**src/rtl/display_pkg.sv**
```systemverilog
// Shared definitions for the 7-segment scan controller: active-low segment
// codes ({g,f,e,d,c,b,a}), slot-phase enum and scan timing helper.
package display_pkg;

  // All segments off (common-anode, active-low)
  localparam logic [6:0] SEG_BLANK = 7'h7F;

  // Hex digit glyphs, active-low {g,f,e,d,c,b,a}
  localparam logic [6:0] SEG_0 = 7'b1000000;
  localparam logic [6:0] SEG_1 = 7'b1111001;
  localparam logic [6:0] SEG_2 = 7'b0100100;
  localparam logic [6:0] SEG_3 = 7'b0110000;
  localparam logic [6:0] SEG_4 = 7'b0011001;
  localparam logic [6:0] SEG_5 = 7'b0010010;
  localparam logic [6:0] SEG_6 = 7'b0000010;
  localparam logic [6:0] SEG_7 = 7'b1111000;
  localparam logic [6:0] SEG_8 = 7'b0000000;
  localparam logic [6:0] SEG_9 = 7'b0010000;
  localparam logic [6:0] SEG_A = 7'b0001000;
  localparam logic [6:0] SEG_B = 7'b0000011;
  localparam logic [6:0] SEG_C = 7'b1000110;
  localparam logic [6:0] SEG_D = 7'b0100001;
  localparam logic [6:0] SEG_E = 7'b0000110;
  localparam logic [6:0] SEG_F = 7'b0001110;

  // Phase within one digit slot
  typedef enum logic {
    SLOT_BLANK = 1'b0,
    SLOT_DRIVE = 1'b1
  } slot_state_t;

  // Clock cycles per digit slot
  function automatic int calc_tick_max(input int clk_hz, input int scan_hz);
    return clk_hz / scan_hz;
  endfunction

endpackage

```
**src/rtl/hex_to_7seg.sv**
```systemverilog
// Combinational hex nibble to active-low 7-segment decoder.
module hex_to_7seg
  import display_pkg::*;
(
  input  logic [3:0] nibble,
  output logic [6:0] seg
);

  // Glyph lookup for the current nibble
  always_comb begin
    seg = SEG_BLANK;
    case (nibble)
      4'h0: seg = SEG_0;
      4'h1: seg = SEG_1;
      4'h2: seg = SEG_2;
      4'h3: seg = SEG_3;
      4'h4: seg = SEG_4;
      4'h5: seg = SEG_5;
      4'h6: seg = SEG_6;
      4'h7: seg = SEG_7;
      4'h8: seg = SEG_8;
      4'h9: seg = SEG_9;
      4'hA: seg = SEG_A;
      4'hB: seg = SEG_B;
      4'hC: seg = SEG_C;
      4'hD: seg = SEG_D;
      4'hE: seg = SEG_E;
      4'hF: seg = SEG_F;
      default: seg = SEG_BLANK;
    endcase
  end

endmodule

```
**src/rtl/seven_seg_scan_ctrl.sv**
```systemverilog
// Time-multiplexed scan controller for a common-anode 7-segment display.
// Each digit slot opens with an all-dark interval to suppress ghosting;
// host updates are double-buffered and only take effect at a frame wrap.
module seven_seg_scan_ctrl
  import display_pkg::*;
#(
  parameter int CLK_HZ       = 100000000,
  parameter int SCAN_HZ      = 1000,
  parameter int NUM_DIGITS   = 4,
  parameter int BLANK_CYCLES = 1000,
  parameter int BLINK_FRAMES = 250
) (
  input  logic                    clk,
  input  logic                    reset,
  input  logic [4*NUM_DIGITS-1:0] digits_in,
  input  logic [NUM_DIGITS-1:0]   blank_mask,
  input  logic [NUM_DIGITS-1:0]   blink_mask,
  input  logic                    load,
  output logic                    load_ack,
  output logic [NUM_DIGITS-1:0]   anode,
  output logic [6:0]              seg,
  output logic                    frame_done
);

  localparam int TICK_MAX = calc_tick_max(CLK_HZ, SCAN_HZ);
  localparam int CNT_W    = $clog2(TICK_MAX);
  localparam int IDX_W    = $clog2(NUM_DIGITS);
  localparam int BLK_W    = (BLINK_FRAMES > 1) ? $clog2(BLINK_FRAMES) : 1;

  // Reject parameter sets that cannot produce a visible slot
  generate
    if (TICK_MAX < 2) begin : g_bad_tick
      $error("TICK_MAX must be at least 2");
    end
    if (BLANK_CYCLES >= TICK_MAX) begin : g_bad_blank
      $error("BLANK_CYCLES must be smaller than TICK_MAX");
    end
    if (NUM_DIGITS < 2) begin : g_bad_digits
      $error("NUM_DIGITS must be at least 2");
    end
  endgenerate

  logic [CNT_W-1:0]        cnt_reg;
  logic [IDX_W-1:0]        idx_reg;
  logic [4*NUM_DIGITS-1:0] act_digits_reg, pend_digits_reg;
  logic [NUM_DIGITS-1:0]   act_blank_reg, pend_blank_reg;
  logic [NUM_DIGITS-1:0]   act_blink_reg, pend_blink_reg;
  logic                    pend_flag_reg;
  logic [BLK_W-1:0]        blink_cnt_reg;
  logic                    blink_phase_reg;
  logic [NUM_DIGITS-1:0]   anode_reg, anode_next;
  logic [6:0]              seg_reg, seg_next;
  logic                    load_ack_reg, frame_done_reg;

  slot_state_t slot_state;
  logic        cnt_wrap, frame_end, digit_dark;
  logic [3:0]  nibble_arr [NUM_DIGITS];
  logic [3:0]  cur_nibble;
  logic [6:0]  dec_seg;

  // Split the active digit vector into per-digit nibbles for the index mux
  generate
    for (genvar gi = 0; gi < NUM_DIGITS; gi++) begin : g_nibble
      assign nibble_arr[gi] = act_digits_reg[4*gi +: 4];
    end
  endgenerate

  assign slot_state = (cnt_reg < CNT_W'(BLANK_CYCLES)) ? SLOT_BLANK : SLOT_DRIVE;
  assign cnt_wrap   = (cnt_reg == CNT_W'(TICK_MAX - 1));
  assign frame_end  = cnt_wrap && (idx_reg == IDX_W'(NUM_DIGITS - 1));
  assign cur_nibble = nibble_arr[idx_reg];
  assign digit_dark = act_blank_reg[idx_reg] | (act_blink_reg[idx_reg] & blink_phase_reg);

  hex_to_7seg u_dec (
    .nibble (cur_nibble),
    .seg    (dec_seg)
  );

  // Next anode/segment pattern from the current slot phase and digit
  always_comb begin
    anode_next = '1;
    seg_next   = SEG_BLANK;
    if (slot_state == SLOT_DRIVE) begin
      anode_next[idx_reg] = 1'b0;
      seg_next            = digit_dark ? SEG_BLANK : dec_seg;
    end
  end

  // Slot counter and digit index
  always_ff @(posedge clk or posedge reset) begin
    if (reset) begin
      cnt_reg <= '0;
      idx_reg <= '0;
    end else if (cnt_wrap) begin
      cnt_reg <= '0;
      idx_reg <= (idx_reg == IDX_W'(NUM_DIGITS - 1)) ? '0 : idx_reg + 1'b1;
    end else begin
      cnt_reg <= cnt_reg + 1'b1;
    end
  end

  // Registered display outputs and frame pulse
  always_ff @(posedge clk or posedge reset) begin
    if (reset) begin
      anode_reg      <= '1;
      seg_reg        <= SEG_BLANK;
      frame_done_reg <= 1'b0;
    end else begin
      anode_reg      <= anode_next;
      seg_reg        <= seg_next;
      frame_done_reg <= frame_end;
    end
  end

  // Double buffer: pending data promotes to active only at a frame wrap;
  // a load on the wrap cycle itself waits for the following wrap
  always_ff @(posedge clk or posedge reset) begin
    if (reset) begin
      act_digits_reg  <= '0;
      act_blank_reg   <= '0;
      act_blink_reg   <= '0;
      pend_digits_reg <= '0;
      pend_blank_reg  <= '0;
      pend_blink_reg  <= '0;
      pend_flag_reg   <= 1'b0;
      load_ack_reg    <= 1'b0;
    end else begin
      load_ack_reg <= frame_end & pend_flag_reg;
      if (frame_end && pend_flag_reg) begin
        act_digits_reg <= pend_digits_reg;
        act_blank_reg  <= pend_blank_reg;
        act_blink_reg  <= pend_blink_reg;
      end
      if (load) begin
        pend_digits_reg <= digits_in;
        pend_blank_reg  <= blank_mask;
        pend_blink_reg  <= blink_mask;
        pend_flag_reg   <= 1'b1;
      end else if (frame_end) begin
        pend_flag_reg <= 1'b0;
      end
    end
  end

  // Blink phase toggles every BLINK_FRAMES complete frames
  always_ff @(posedge clk or posedge reset) begin
    if (reset) begin
      blink_cnt_reg   <= '0;
      blink_phase_reg <= 1'b0;
    end else if (frame_end) begin
      if (blink_cnt_reg == BLK_W'(BLINK_FRAMES - 1)) begin
        blink_cnt_reg   <= '0;
        blink_phase_reg <= ~blink_phase_reg;
      end else begin
        blink_cnt_reg <= blink_cnt_reg + 1'b1;
      end
    end
  end

  assign anode      = anode_reg;
  assign seg        = seg_reg;
  assign load_ack   = load_ack_reg;
  assign frame_done = frame_done_reg;

endmodule

```
**config.mk**
```make
export PLATFORM = sky130hd
export DESIGN_NAME = seven_seg_scan_ctrl
export DESIGN_NICKNAME = d
export VERILOG_FILES = /design/src/rtl/display_pkg.sv /design/src/rtl/hex_to_7seg.sv /design/src/rtl/seven_seg_scan_ctrl.sv
export SDC_FILE = /design/constraint.sdc
export NUM_CORES = 1
export LEC_CHECK = 0
export CORE_MARGIN = 5
export CORE_UTILIZATION = 60
export DETAILED_ROUTE_END_ITERATION = 6
export PLACE_DENSITY = 0.9
export SLEW_MARGIN = 20
export SYNTH_ARGS = -nofsm -noshare
export SYNTH_HDL_FRONTEND = slang
export SYNTH_SLANG_ARGS = --single-unit
```
**constraint.sdc**
```tcl
create_clock -name clk -period 6.7 [get_ports clk]
set_clock_uncertainty 0.05 [all_clocks]
set_input_delay 0.67 -clock clk [delete_from_list [all_inputs] [get_ports clk]]
set_output_delay 0.67 -clock clk [all_outputs]
set_load 0.1 [all_outputs]
```
# Yosys cells after proc, flatten, opt, wreduce, memory -nomap -nowiden
# Memory sizes are Yosys's and may differ from the RTL's.
# Index checks and enable logic that the tools add are counted.
[totals] reg_bits=90 romBits=112 out_inout_bits=13 elab_cells=54 memories=1
[memory_table] memory="(name not given)" words=16 word_bits=7 read_ports=1 rd_clocked_by_memory_dff=0 wr=0 line="hex_to_7seg.sv:12" rtl="case (nibble)"
[op_classes] add_sub_neg=3 magnitude_cmp=4 eq_ne=3 muxes=17 n_bitwise=6 reduce_logical=5
[ops] operator="$add 17x1->17 const B" count=1
[ops] operator="$eq 17x17->1 const B" count=1
[ops] operator="$lt 17x10->1 const B" count=1
[ops] operator="$mux 17" count=1
[ops] operator="$mux 7" count=2
[ops] operator="$mux 4" count=3
[ops] operator="$add 8x1->8 const B" count=1
[ops] operator="$bmux 4 s2" count=1
[ops] operator="$eq 8x8->1 const B" count=1
[ops] operator="$mux 8" count=1
[ops] operator="$mux 1" count=5
[ops] operator="$bmux 1 s2" count=2
[ops] operator="$not 4->4" count=1
[ops] operator="$ge 3x3->1 const B" count=1
[ops] operator="$logic_and 1x1->1" count=3
[ops] operator="$lt 2x3->1 const B" count=1
[ops] operator="$not 2->3" count=1
[ops] operator="$add 2x1->2 const B" count=1
[ops] operator="$and 1x1->1" count=2
[ops] operator="$demux 1 s2" count=1
[ops] operator="$eq 2x2->1 const B" count=1
[ops] operator="$ge 2x1->1 const B" count=1
[ops] operator="$mux 2" count=1
[ops] operator="$reduce_and 2->1" count=1
[ops] operator="other kinds (3)" count=3

# Depth between registers and ports, before layout
# An unclocked memory read counts as a cell.
[logic_depth] depth_word=7 depth_mapped=8 depth_no_buf=7

# Modules after synthesis
# From an unflattened synthesis, not the netlist that was laid out.
[hier_totals] hier_cells=324 area_unflattened_um2=4232.8
[modules_own_cells] mod="seven_seg_scan_ctrl" n_inst=1 cells_per_inst=291 area_per_inst_um2=3958.8 seq_area_each_um2=2265.9
[modules_own_cells] mod="hex_to_7seg" n_inst=1 cells_per_inst=33 area_per_inst_um2=274.0 seq_area_each_um2=0.0

# Worst setup path before layout
# No wires, ideal clock.
[synth_timing] path_type="register -> register" start="reg cnt_reg[0]" end="reg act_blank_reg[0]" arrival_ns=1.898 t_required_ns=6.525 path_slack_ns=4.627 path_stages_with_launch=9 period_less_slack_ns=2.073 path_cell_list="dfrtp_1 ha_1 and4_1 and3_1 and2_4 and2b_1 buf_6 buf_12 mux2_4"
[synth_via] elab_chain_cells=3
[synth_rtl] item="start: declaration" line="seven_seg_scan_ctrl.sv:43" rtl="logic [CNT_W-1:0] cnt_reg;"
[synth_rtl] item="start signal: assignment" line="seven_seg_scan_ctrl.sv:98" rtl="cnt_reg <= cnt_reg + 1'b1;"
[synth_rtl] item="$eq 17x17->1" line="seven_seg_scan_ctrl.sv:69" rtl="assign cnt_wrap = (cnt_reg == CNT_W'(TICK_MAX - 1));"
[synth_rtl] item="$logic_and 1x1->1" line="seven_seg_scan_ctrl.sv:70" rtl="assign frame_end = cnt_wrap && (idx_reg == IDX_W'(NUM_DIGITS - 1));"
[synth_rtl] item="$logic_and 1x1->1" line="seven_seg_scan_ctrl.sv:129" rtl="if (frame_end && pend_flag_reg) begin"
[synth_rtl] item="end signal: assignment" line="seven_seg_scan_ctrl.sv:131" rtl="act_blank_reg <= pend_blank_reg;"
[synth_rtl] item="end: declaration" line="seven_seg_scan_ctrl.sv:46" rtl="logic [NUM_DIGITS-1:0] act_blank_reg, pend_blank_reg;"
# No other way between the ends.
# A chain may end at the register's enable or synchronous reset.

# Worst setup path after layout
[layout_timing] start="reg seg_reg[6], in the netlist seg[6]" end="out seg[6]"
[layout_lines] item="start: declaration" line="seven_seg_scan_ctrl.sv:52" rtl="logic [6:0] seg_reg, seg_next;"
[layout_lines] item="start signal: assignment" line="seven_seg_scan_ctrl.sv:110" rtl="seg_reg <= seg_next;"
[layout_lines] item="end: declaration" line="seven_seg_scan_ctrl.sv:21" rtl="output logic [6:0] seg,"
# No word-level cell between the ends.

==> results.cfg <==
[clocking]
clkLatencyLatePin_ns = 0.36
clockBufferDepth = 2
cts_inserted_buffers = 9
tritoncts = built
clk_root_buffer_cell = sky130_fd_sc_hd__clkbuf_8
post-cts-setup-buffer-count = 0
post_cts_resize_count = 0
path_clk_slew_ns = 0.10
ctsHtreeMaxLevel = 3
numClockSinks = 90
holdBufCountCts = 0

[sta]
worst_slew_margin_rel = 0.3549
worstMarginPinSlew_ns = 0.9647
finalMaxSlewViolations = 0
grt_setup_unrepaired = false
min_period_ns = 2.731
timing.fmax_mhz = 366.1
finalSetupViolCount = 0
timing.final.hold_violations = 0
fin_tns_setup_ns = 0
holdWs_ns = 0.4364
final_min_period_over_clock_period = 0.4076

[pwr]
power_leakage_nw = 2.115
clock_power_share = 0.408
p_int_mw = 0.8085
total_power_mw = 1.034
power_switching_share = 0.2179
power.net_switching_mw = 0.2253
sequentialPowerShare = 0.548
comb_power_share = 0.044
power_density_nw_per_um2 = 212.1
ir_drop_uv = 180.0

[worst_hold_path]
hold_path_end = blink_phase_reg
worst_hold_path_type = register to register
timing.hold.worst.start = blink_phase_reg
timing.hold.worst_path_depth = 1

[placed_design]
placed_cells = 447
placedInstanceArea_um2 = 4643
port_buffers = 39
routabilityCongestion = 0.8418
dp.final_hpwl_um = 5049

[worst_setup_path]
timing.critical_path.depth = 1
timing.critical_path.slowest_stage_cell = sky130_fd_sc_hd__clkdlybuf4s50_1
timing.critical_path.to_type = primary output
r2r_cells = 7
worst-r2r-setup-slack_ns = 4.25
crit_path_start = seg[6]
worstReg2RegEnd = act_digits_reg[2]
critPathLaunchType = register
crit_path_largest_cell_delay_ns = 1.12
buffers_and_inverters_on_the_worst_path = 1
regToRegStartpoint = cnt_reg[0]
path_delay_family = buffers and inverters
crit_path_max_fanout = 1
cp.arrival_ns = 2.01
cp_cell_sequence = clkdlybuf4s50_1
setup.worst_path.class = register to primary output
crit_required_ns = 5.98

[synth]
post_synth_num_cell_types = 43
post_synth_fa_ha_maj_area_fraction = 0.03863
postSynthRegisterBits = 90
synth-compound-area-share = 0.04844
yosysTopAreaCell = sky130_fd_sc_hd__dfrtp_1
ys_dominant_reg_cell = sky130_fd_sc_hd__dfrtp_1
synthSimpleGateAreaFrac = 0.1117
edff_count_synth = 0
ys_top_cells_by_count = sky130_fd_sc_hd__dfrtp_1 (79), sky130_fd_sc_hd__mux2_2 (30), sky130_fd_sc_hd__nand2_1 (22)
largest_family_of_logic_cells_by_synthesized_area = multiplexers
synth_top_cells_by_area = sky130_fd_sc_hd__dfrtp_1 (47%), sky130_fd_sc_hd__mux2_2 (8.0%), sky130_fd_sc_hd__mux2_4 (7.1%)
yosys.cell_count.top_type = sky130_fd_sc_hd__dfrtp_1
yosys_warnings = 0
fraction_of_synthesized_area_in_multiplexers = 0.1944
async_set_or_reset_register_ratio_after_synthesis = 1.000
post-synth-top-area-fraction = 0.4695
synth_area_per_cell_um2 = 13.03
postSynthCellCount = 323
syn-cell-area_um2 = 4210
synth-seq-area-share = 0.5382
synth_fp_nets = 363
synth_xor_area_frac = 0.03744

[finish]
drive_gt1_frac = 0.2425
design.final.nets = 402
area_growth_syn_to_layout_pct = 15.75
design_area_um2 = 4873
largest_reg_flops = 17
antenna-diode-count = 0
final_cell_count_no_fill = 463

[drt]
drt-initial-drc-count = 123
ant_nets = 0
total_number_of_vias = 2569
first_pass_iteration_count_of_the_detailed_router = 4
viasPerCell = 5.549
wl_per_cell_um = 15.99
routed_wirelength_um = 7403
drt_drc_violations_left = 0

[floorplanning]
floorplan.rows = 30
die_width_um = 93.77
core_area_um2 = 6794
die_area_um2 = 8793
vertical_die_dimension_um = 93.77
num_io_pins = 40
initial_core_util = 0.6197

[flow_run]
max_cap_violations = 0

[global_route]
grt_first_pass_wirelength_um = 12480
number_of_global_route_vias_before_repair = 2565
grt_antenna_before_repair = 0
globalRouteOverflowTotal = 0
track_usage = 0.1840
grt_max_degree = 91

[run_status]
run_status = finished clean
[layer usage]
layer | vias up | wire, µm | GRT usage
li1 | 1222 | - | -
met1 | 1284 | 3439 | 0.2472
met2 | 53 | 3563 | 0.2886
met3 | 10 | 252 | 0.04167
met4 | 0 | 148 | 0.07702
met5 | - | 0 | 0
[cells by family (layout without fill, tap and decap cells)]
kind of cell	Yosys count	after routing
flip-flops	90	90
AND/OR/NAND/NOR	86	86
multiplexers	63	63
AO/OA/AOI/OAI	30	30
buffers and inverters	23	67
XOR/XNOR	18	18
adder cells (fa/ha/maj)	13	13
[worst max-delay path by stage]
stage | slack, ns | to
global route | 3.91 | anode[3]
detailed placement | 4.19 | pend_blank_reg[1]
floorplan | 3.66 | act_blank_reg[0]
global placement | 4.22 | pend_blink_reg[1]
finish | 3.97 | seg[6]
CTS | 3.94 | anode[3]
[per-stage QoR]
stage	util	worst slack, ns
final	0.7173	3.969
after global routing	0.7173	3.915
after CTS	0.7175	3.944
after detailed placement	0.6834	4.192
after global placement	0.6834	4.221
after floorplan	-	3.663
[layout by cell type, fill, tap and decap left out, types with 3 or more instances in the layout]
master / synthesis / routed
sky130_fd_sc_hd__dfrtp_1: 79 / 79
sky130_fd_sc_hd__clkdlybuf4s50_1: 0 / 38
sky130_fd_sc_hd__mux2_2: 30 / 30
sky130_fd_sc_hd__nand2_1: 22 / 22
sky130_fd_sc_hd__mux2_4: 20 / 20
sky130_fd_sc_hd__nor2_1: 16 / 16
sky130_fd_sc_hd__nand3_1: 13 / 13
sky130_fd_sc_hd__xnor2_1: 13 / 13
sky130_fd_sc_hd__ha_1: 13 / 13
sky130_fd_sc_hd__o21ai_0: 11 / 11
sky130_fd_sc_hd__dfstp_2: 11 / 11
sky130_fd_sc_hd__clkbuf_8: 0 / 10
sky130_fd_sc_hd__mux2i_1: 9 / 9
sky130_fd_sc_hd__inv_1: 9 / 8
sky130_fd_sc_hd__nand4_1: 6 / 6
sky130_fd_sc_hd__and3_1: 5 / 5
sky130_fd_sc_hd__xor2_1: 5 / 5
sky130_fd_sc_hd__or3_1: 4 / 4
sky130_fd_sc_hd__nor3_1: 4 / 4
sky130_fd_sc_hd__o31ai_1: 4 / 4
sky130_fd_sc_hd__mux4_2: 4 / 4
sky130_fd_sc_hd__o221ai_1: 4 / 4
sky130_fd_sc_hd__a21o_1: 3 / 3
sky130_fd_sc_hd__a21oi_1: 3 / 3
sky130_fd_sc_hd__inv_6: 0 / 3
[power groups by stage]
stage          logic, mW  clock network (mW)  registers, mW
2_1_floorplan     0.0258                   0          0.573
5_1_grt           0.0503               0.452          0.568
3_3_place_gp      0.0445                   0          0.576
6_report          0.0454               0.422          0.566
3_5_place_dp      0.0464                   0          0.577
4_1_cts           0.0469               0.430          0.566
[cell type report]
| class | instances | area [µm²] |
|---|---|---|
| inverter | 10 | 38.79 |
| multi-input combinational | 210 | 1813 |
| sequential | 90 | 2266 |
| clock inverter | 6 | 93.84 |
| clock buffer | 10 | 137.6 |
| tap | 96 | 120.1 |
| fill | 433 | 1921 |
| timing repair buffer | 41 | 404.1 |
No activity file was read; power rests on OpenSTA's default activity.
